## src/rtl/router_pkg.sv

```systemverilog
// Shared router definitions: default FIFO geometry and the header length
// field position used by the packet counter.
package router_pkg;

    localparam int DEF_WIDTH   = 8;
    localparam int DEF_DEPTH   = 16;
    localparam int HDR_LEN_MSB = 7;
    localparam int HDR_LEN_LSB = 2;
    localparam int PKT_CNT_W   = 7;

endpackage

```

## src/rtl/router_fifo.sv

```systemverilog
// Router output FIFO: stores bytes tagged with a header flag, and tracks the
// remaining packet length so dataout drops to zero once a packet has drained.
module router_fifo
    import router_pkg::*;
#(
    parameter int WIDTH = DEF_WIDTH,
    parameter int DEPTH = DEF_DEPTH
) (
    input  logic             clk,
    input  logic             reset,
    input  logic             soft_reset,
    input  logic             write_enb,
    input  logic             lfd_state,
    input  logic [WIDTH-1:0] datain,
    input  logic             read_enb,
    output logic [WIDTH-1:0] dataout,
    output logic             full,
    output logic             empty
);

    localparam int AW = $clog2(DEPTH);

    logic [WIDTH:0]         mem_q [DEPTH];
    logic [AW:0]            wrPtr_q, wrPtr_d;
    logic [AW:0]            rdPtr_q, rdPtr_d;
    logic [PKT_CNT_W-1:0]   pktCnt_q, pktCnt_d;
    logic [WIDTH-1:0]       dataout_q, dataout_d;
    logic [WIDTH:0]         rdEntry;
    logic                   wrAccept;
    logic                   rdAccept;

    // Pointer MSB is a wrap bit, so equal pointers mean empty and a differing
    // MSB with equal low bits means full.
    assign empty    = (wrPtr_q == rdPtr_q);
    assign full     = (wrPtr_q[AW] != rdPtr_q[AW]) &&
                      (wrPtr_q[AW-1:0] == rdPtr_q[AW-1:0]);
    assign rdEntry  = mem_q[rdPtr_q[AW-1:0]];
    assign wrAccept = write_enb && !full && !soft_reset;
    assign rdAccept = read_enb && !empty && !soft_reset;
    assign dataout  = dataout_q;

    always_comb begin
        wrPtr_d   = wrPtr_q;
        rdPtr_d   = rdPtr_q;
        pktCnt_d  = pktCnt_q;
        dataout_d = dataout_q;
        if (soft_reset) begin
            wrPtr_d   = '0;
            rdPtr_d   = '0;
            pktCnt_d  = '0;
            dataout_d = '0;
        end else begin
            if (wrAccept) begin
                wrPtr_d = wrPtr_q + (AW+1)'(1);
            end
            if (rdAccept) begin
                rdPtr_d   = rdPtr_q + (AW+1)'(1);
                dataout_d = rdEntry[WIDTH-1:0];
                // Header carries payload length; the extra count covers parity.
                if (rdEntry[WIDTH]) begin
                    pktCnt_d = PKT_CNT_W'(rdEntry[HDR_LEN_MSB:HDR_LEN_LSB]) + PKT_CNT_W'(1);
                end else if (pktCnt_q != '0) begin
                    pktCnt_d = pktCnt_q - PKT_CNT_W'(1);
                end
            end else if (pktCnt_q == '0) begin
                dataout_d = '0;
            end
        end
    end

    always_ff @(posedge clk or negedge reset) begin
        if (!reset) begin
            wrPtr_q   <= '0;
            rdPtr_q   <= '0;
            pktCnt_q  <= '0;
            dataout_q <= '0;
        end else begin
            wrPtr_q   <= wrPtr_d;
            rdPtr_q   <= rdPtr_d;
            pktCnt_q  <= pktCnt_d;
            dataout_q <= dataout_d;
        end
    end

    always_ff @(posedge clk or negedge reset) begin
        if (!reset) begin
            for (int i = 0; i < DEPTH; i++) mem_q[i] <= '0;
        end else if (soft_reset) begin
            for (int i = 0; i < DEPTH; i++) mem_q[i] <= '0;
        end else if (wrAccept) begin
            mem_q[wrPtr_q[AW-1:0]] <= {lfd_state, datain};
        end
    end

endmodule
```

## config.mk

```make
export PLATFORM = sky130hd
export DESIGN_NAME = router_fifo
export DESIGN_NICKNAME = d
export VERILOG_FILES = /design/src/rtl/router_pkg.sv /design/src/rtl/router_fifo.sv
export SDC_FILE = /design/constraint.sdc
export NUM_CORES = 1
export LEC_CHECK = 0
export CAP_MARGIN = 20
export CORE_ASPECT_RATIO = 1.1
export CORE_UTILIZATION = 57
export CTS_BUF_LIST = sky130_fd_sc_hd__clkbuf_8
export DETAILED_ROUTE_END_ITERATION = 7
export HOLD_SLACK_MARGIN = 0.12
export PLACE_DENSITY = 0.75
export SLEW_MARGIN = 40
export SYNTH_ARGS = -nofsm -noshare
export SYNTH_HDL_FRONTEND = slang
export SYNTH_SLANG_ARGS = --single-unit
```

## constraint.sdc

```tcl
create_clock -name clk -period 2.96 [get_ports clk]
set_clock_uncertainty 0.05 [all_clocks]
set_input_delay 0.444 -clock clk [delete_from_list [all_inputs] [get_ports clk]]
set_output_delay 0.444 -clock clk [all_outputs]
set_load 0.01 [all_outputs]
```

==> metrics, run 1 <==
Max Freq 0.362 GHz; routed length per instance 21.1 um; final core utilization 65.8%; IO Port Bufs 23; ANT cells 0; Final Hold Fails 0; via/cell ratio 6.07; syn nets 762; # fillers 1084; Worst-Margin Slew 0.739 ns; Hold Crit Depth 2; DRC errors left 0; CP Data Required Time 3.27 ns; Synth Instances 740; PD cells 527 nW/um2; clock slew at reported path FFs 0.09 ns; DR iter-0 viols 514; Die ar. 15600 um2; YS warnings 0; largest net degree at the start of global routing 98; setup_tns 0 ns; Rows 46; cell internal pwr 3640 uW; slowest stage cell, crit path mux4_1; RePlAce Congestion 0.834; worst slack, placed 0.250 ns; dpl hpwl 13300 um; Clock Sinks 169; Clk pwr share 35.1%; Leak 0.00524 uW; Setup crit end kind flip-flop; fin crit share 93.3%; RSZ-0062 raised after global routing no; critical setup path kind flip-flop to flip-flop; number of register bits inferred by synthesis 169; GR peak layer met2; iteration count of the initial detailed-routing pass 7; final worst slack 0.200 ns; sequential share of power 47.8%; sw power 1410 uW; GRT Total Usage 27.9%; first-pass GRT wire length 32300 um; critical path cell sequence buf_12 > mux4_1 > a22oi_1 > nand3_1 > ha_1 > inv_1 > xnor2_1 > o21ai_0 > a32o_1; critical path startpoint category flip-flop; crit path DAT 3.07 ns; Die Span X 119 um; Clock Latency Late Sink 0.47 ns; Routed WL 20200 um; CTS tree yes; reg2reg path depth 9; met2 usage 45.0%; Seq/Total Area, Yosys 49.1%; layout cells sized above 1 11.6%; Nets 777; via count 5828; antenna violations before repair 0; Antenna Nets Post-Route 0; Root Buffer clkbuf_8; final setup vio count 0; CTS Buffer Depth 2; die height 131 um; HP Class input port to flip-flop; area delta synth->final 11.2%; Sw Ratio 27.9%; H-Tree Depth 4; hold endpoint dataout[7]; Avg Synthesized Cell Area 11.6 um2; max-slew violation count 0; Synth Cell Area 8610 um2; Reg-to-Reg End pktCnt_q[2]; flop2flop setup slack 0.20 ns; Crit Path Max Fanout 24; total CTS buffers 17; status completed; Initial Util 59.1%; I/O pins 24; Yosys cell types 44; total area of sequential cells 4230 um2; Max stage delay on crit path 0.61 ns; reg2reg start rdPtr_q[0]; core area 14600 um2; GRT Residual Overflow 0; vias in the first global route 5866; peak supply drop 0.276 mV; Logic pwr share 17.1%; grt met3 use 5.69%; area of the multi-input gates 4020 um2; Max Cap Viol 0; Worst slew margin 50.8%; M1 GR Usage 36.8%; Min-Delay Startpoint soft_reset; crit path time final 2.76 ns
worst max-delay path: cells and delay by family, from the launching register on:
family / cells / cell delay (ns)
mux: 1 / 0.61
compound gates: 3 / 0.59
flops: 1 / 0.41
buf+inv: 2 / 0.30
fa+ha+maj: 1 / 0.28
simple gates: 1 / 0.27
xor+xnor: 1 / 0.12
worst max path at each step:
stage | cells past startpoint | from | slack, ns | end
floorplan | 8 | rdPtr_q[0] | 0.57 | pktCnt_q[3]
global placement | 9 | rdPtr_q[0] | 0.34 | pktCnt_q[2]
detailed placement | 9 | rdPtr_q[0] | 0.25 | pktCnt_q[2]
CTS | 4 | rdPtr_q[2] | 0.05 | empty
global route | 5 | rdPtr_q[0] | 0.04 | full
finish | 9 | rdPtr_q[0] | 0.20 | pktCnt_q[2]
cell families (layout without fill, tap and decap cells):
| logic type | Yosys count | after routing | synth area share [%] |
|---|---|---|---|
| AND/OR/NAND/NOR | 232 | 232 | 11.2 |
| buffers and inverters | 74 | 102 | 4.21 |
| AO/OA/AOI/OAI | 41 | 41 | 3.31 |
| flip-flops | 169 | 169 | 49.1 |
| multiplexers | 196 | 196 | 29.0 |
| XOR/XNOR | 20 | 20 | 2.03 |
| adder cells (fa/ha/maj) | 8 | 8 | 1.16 |
cells in the final DEF, fill, tap and decap left out, types with 14 or more instances in the layout:
master / Yosys / routed
nor2_1: 166 / 166
dfrtp_1: 169 / 166
mux2i_1: 158 / 158
nand3_1: 29 / 29
buf_4: 0 / 29
mux4_1: 22 / 22
clkdlybuf4s50_1: 0 / 21
clkbuf_8: 0 / 18
nand2_1: 16 / 16
mux4_2: 14 / 14
registers in the layout, summed over array words and instances, names as in the netlist:
name / flops
mem_q: 144
wrPtr_q: 5
pktCnt_q: 7
dataout: 8
rdPtr_q: 5
timing repair:
item                                    CTS  global route
endpoints found under the setup margin    0             2
gates resized for setup                   0             3
hold buffers                              1             0
buffers inserted                          0             0
endpoints found under the hold margin    73             0
area by class of cell:
| class | count | share of cell area, % |
|---|---|---|
| inverter | 9 | 0.353 |
| sequential | 169 | 44.2 |
| timing repair buffer | 61 | 6.48 |
| clock buffer | 18 | 2.59 |
| multi-input combinational | 497 | 42.0 |
| tap | 192 | 2.51 |
| clock inverter | 14 | 1.89 |
per-stage QoR:
stage               hold slack [ns]  total power [uW]  std cells  instance area [um2]
global route                  0.489              5240        960                 9580
CTS                           0.453              5070        960                 9570
detailed placement            0.458              3310        927                 9130
floorplan                    0.0984              3070        740                 8610
global placement              0.445              3290        927                 9130
finish                        0.462              5050        960                 9580
layer usage:
layer  share of wire, %  up-vias
li1                   -     2617
met1                 43     2953
met2                 48      214
met3                5.9       44
met4                3.1        0
met5                  0        -
Yosys cell counts (all sizes together):
cell     number  area, um2
buf          28        190
nor2        166        623
dfrtp       169       4230
o221ai        1       8.76
a2bb2oi       1       8.76
xor2          8       70.1
ha            8        100
mux2          2       22.5
o21a          3       22.5
a22oi         2       15.0
a21oi        11       55.1
a211o         1       8.76
clkbuf       37        139
nor3          3       15.0
a21o          1       7.51
a221o         1       10.0
nand3        29        145
o211ai        1       7.51
mux4         36        893
xnor2        12        105
a221oi        2       17.5
and2          1       6.26
o21ai         5       25.0
nor2b         6       37.5
a311o         1       10.0
and3          2       17.5
a22o          1       8.76
mux2i       158       1580
o32a          1       10.0
a32o          1       10.0
a21boi        1       7.51
or3           1       6.26
a2111oi       1       8.76
nand4         8       50.1
nand2        16       60.1
a211oi        3       22.5
a41oi         1       8.76
inv           9       33.8
a31oi         2       12.5
power groups by stage:
| stage | Clock, uW | Sequential (uW) | Combinational (uW) |
|---|---|---|---|
| floorplan | 0 | 2440 | 636 |
| global placement | 0 | 2450 | 841 |
| detailed placement | 0 | 2460 | 853 |
| CTS | 1800 | 2410 | 859 |
| global route | 1890 | 2420 | 937 |
| finish | 1770 | 2410 | 865 |
Power figures use the tool's default switching activity.
==> inputs of run 2 (changes only) <==
CTS_CLUSTER_SIZE = 8   (was not set)
SLEW_MARGIN = 10   (was 40)
==> results of run 2 <==
Same layout as run 1: the final DEF is identical, and so are final timing and power.
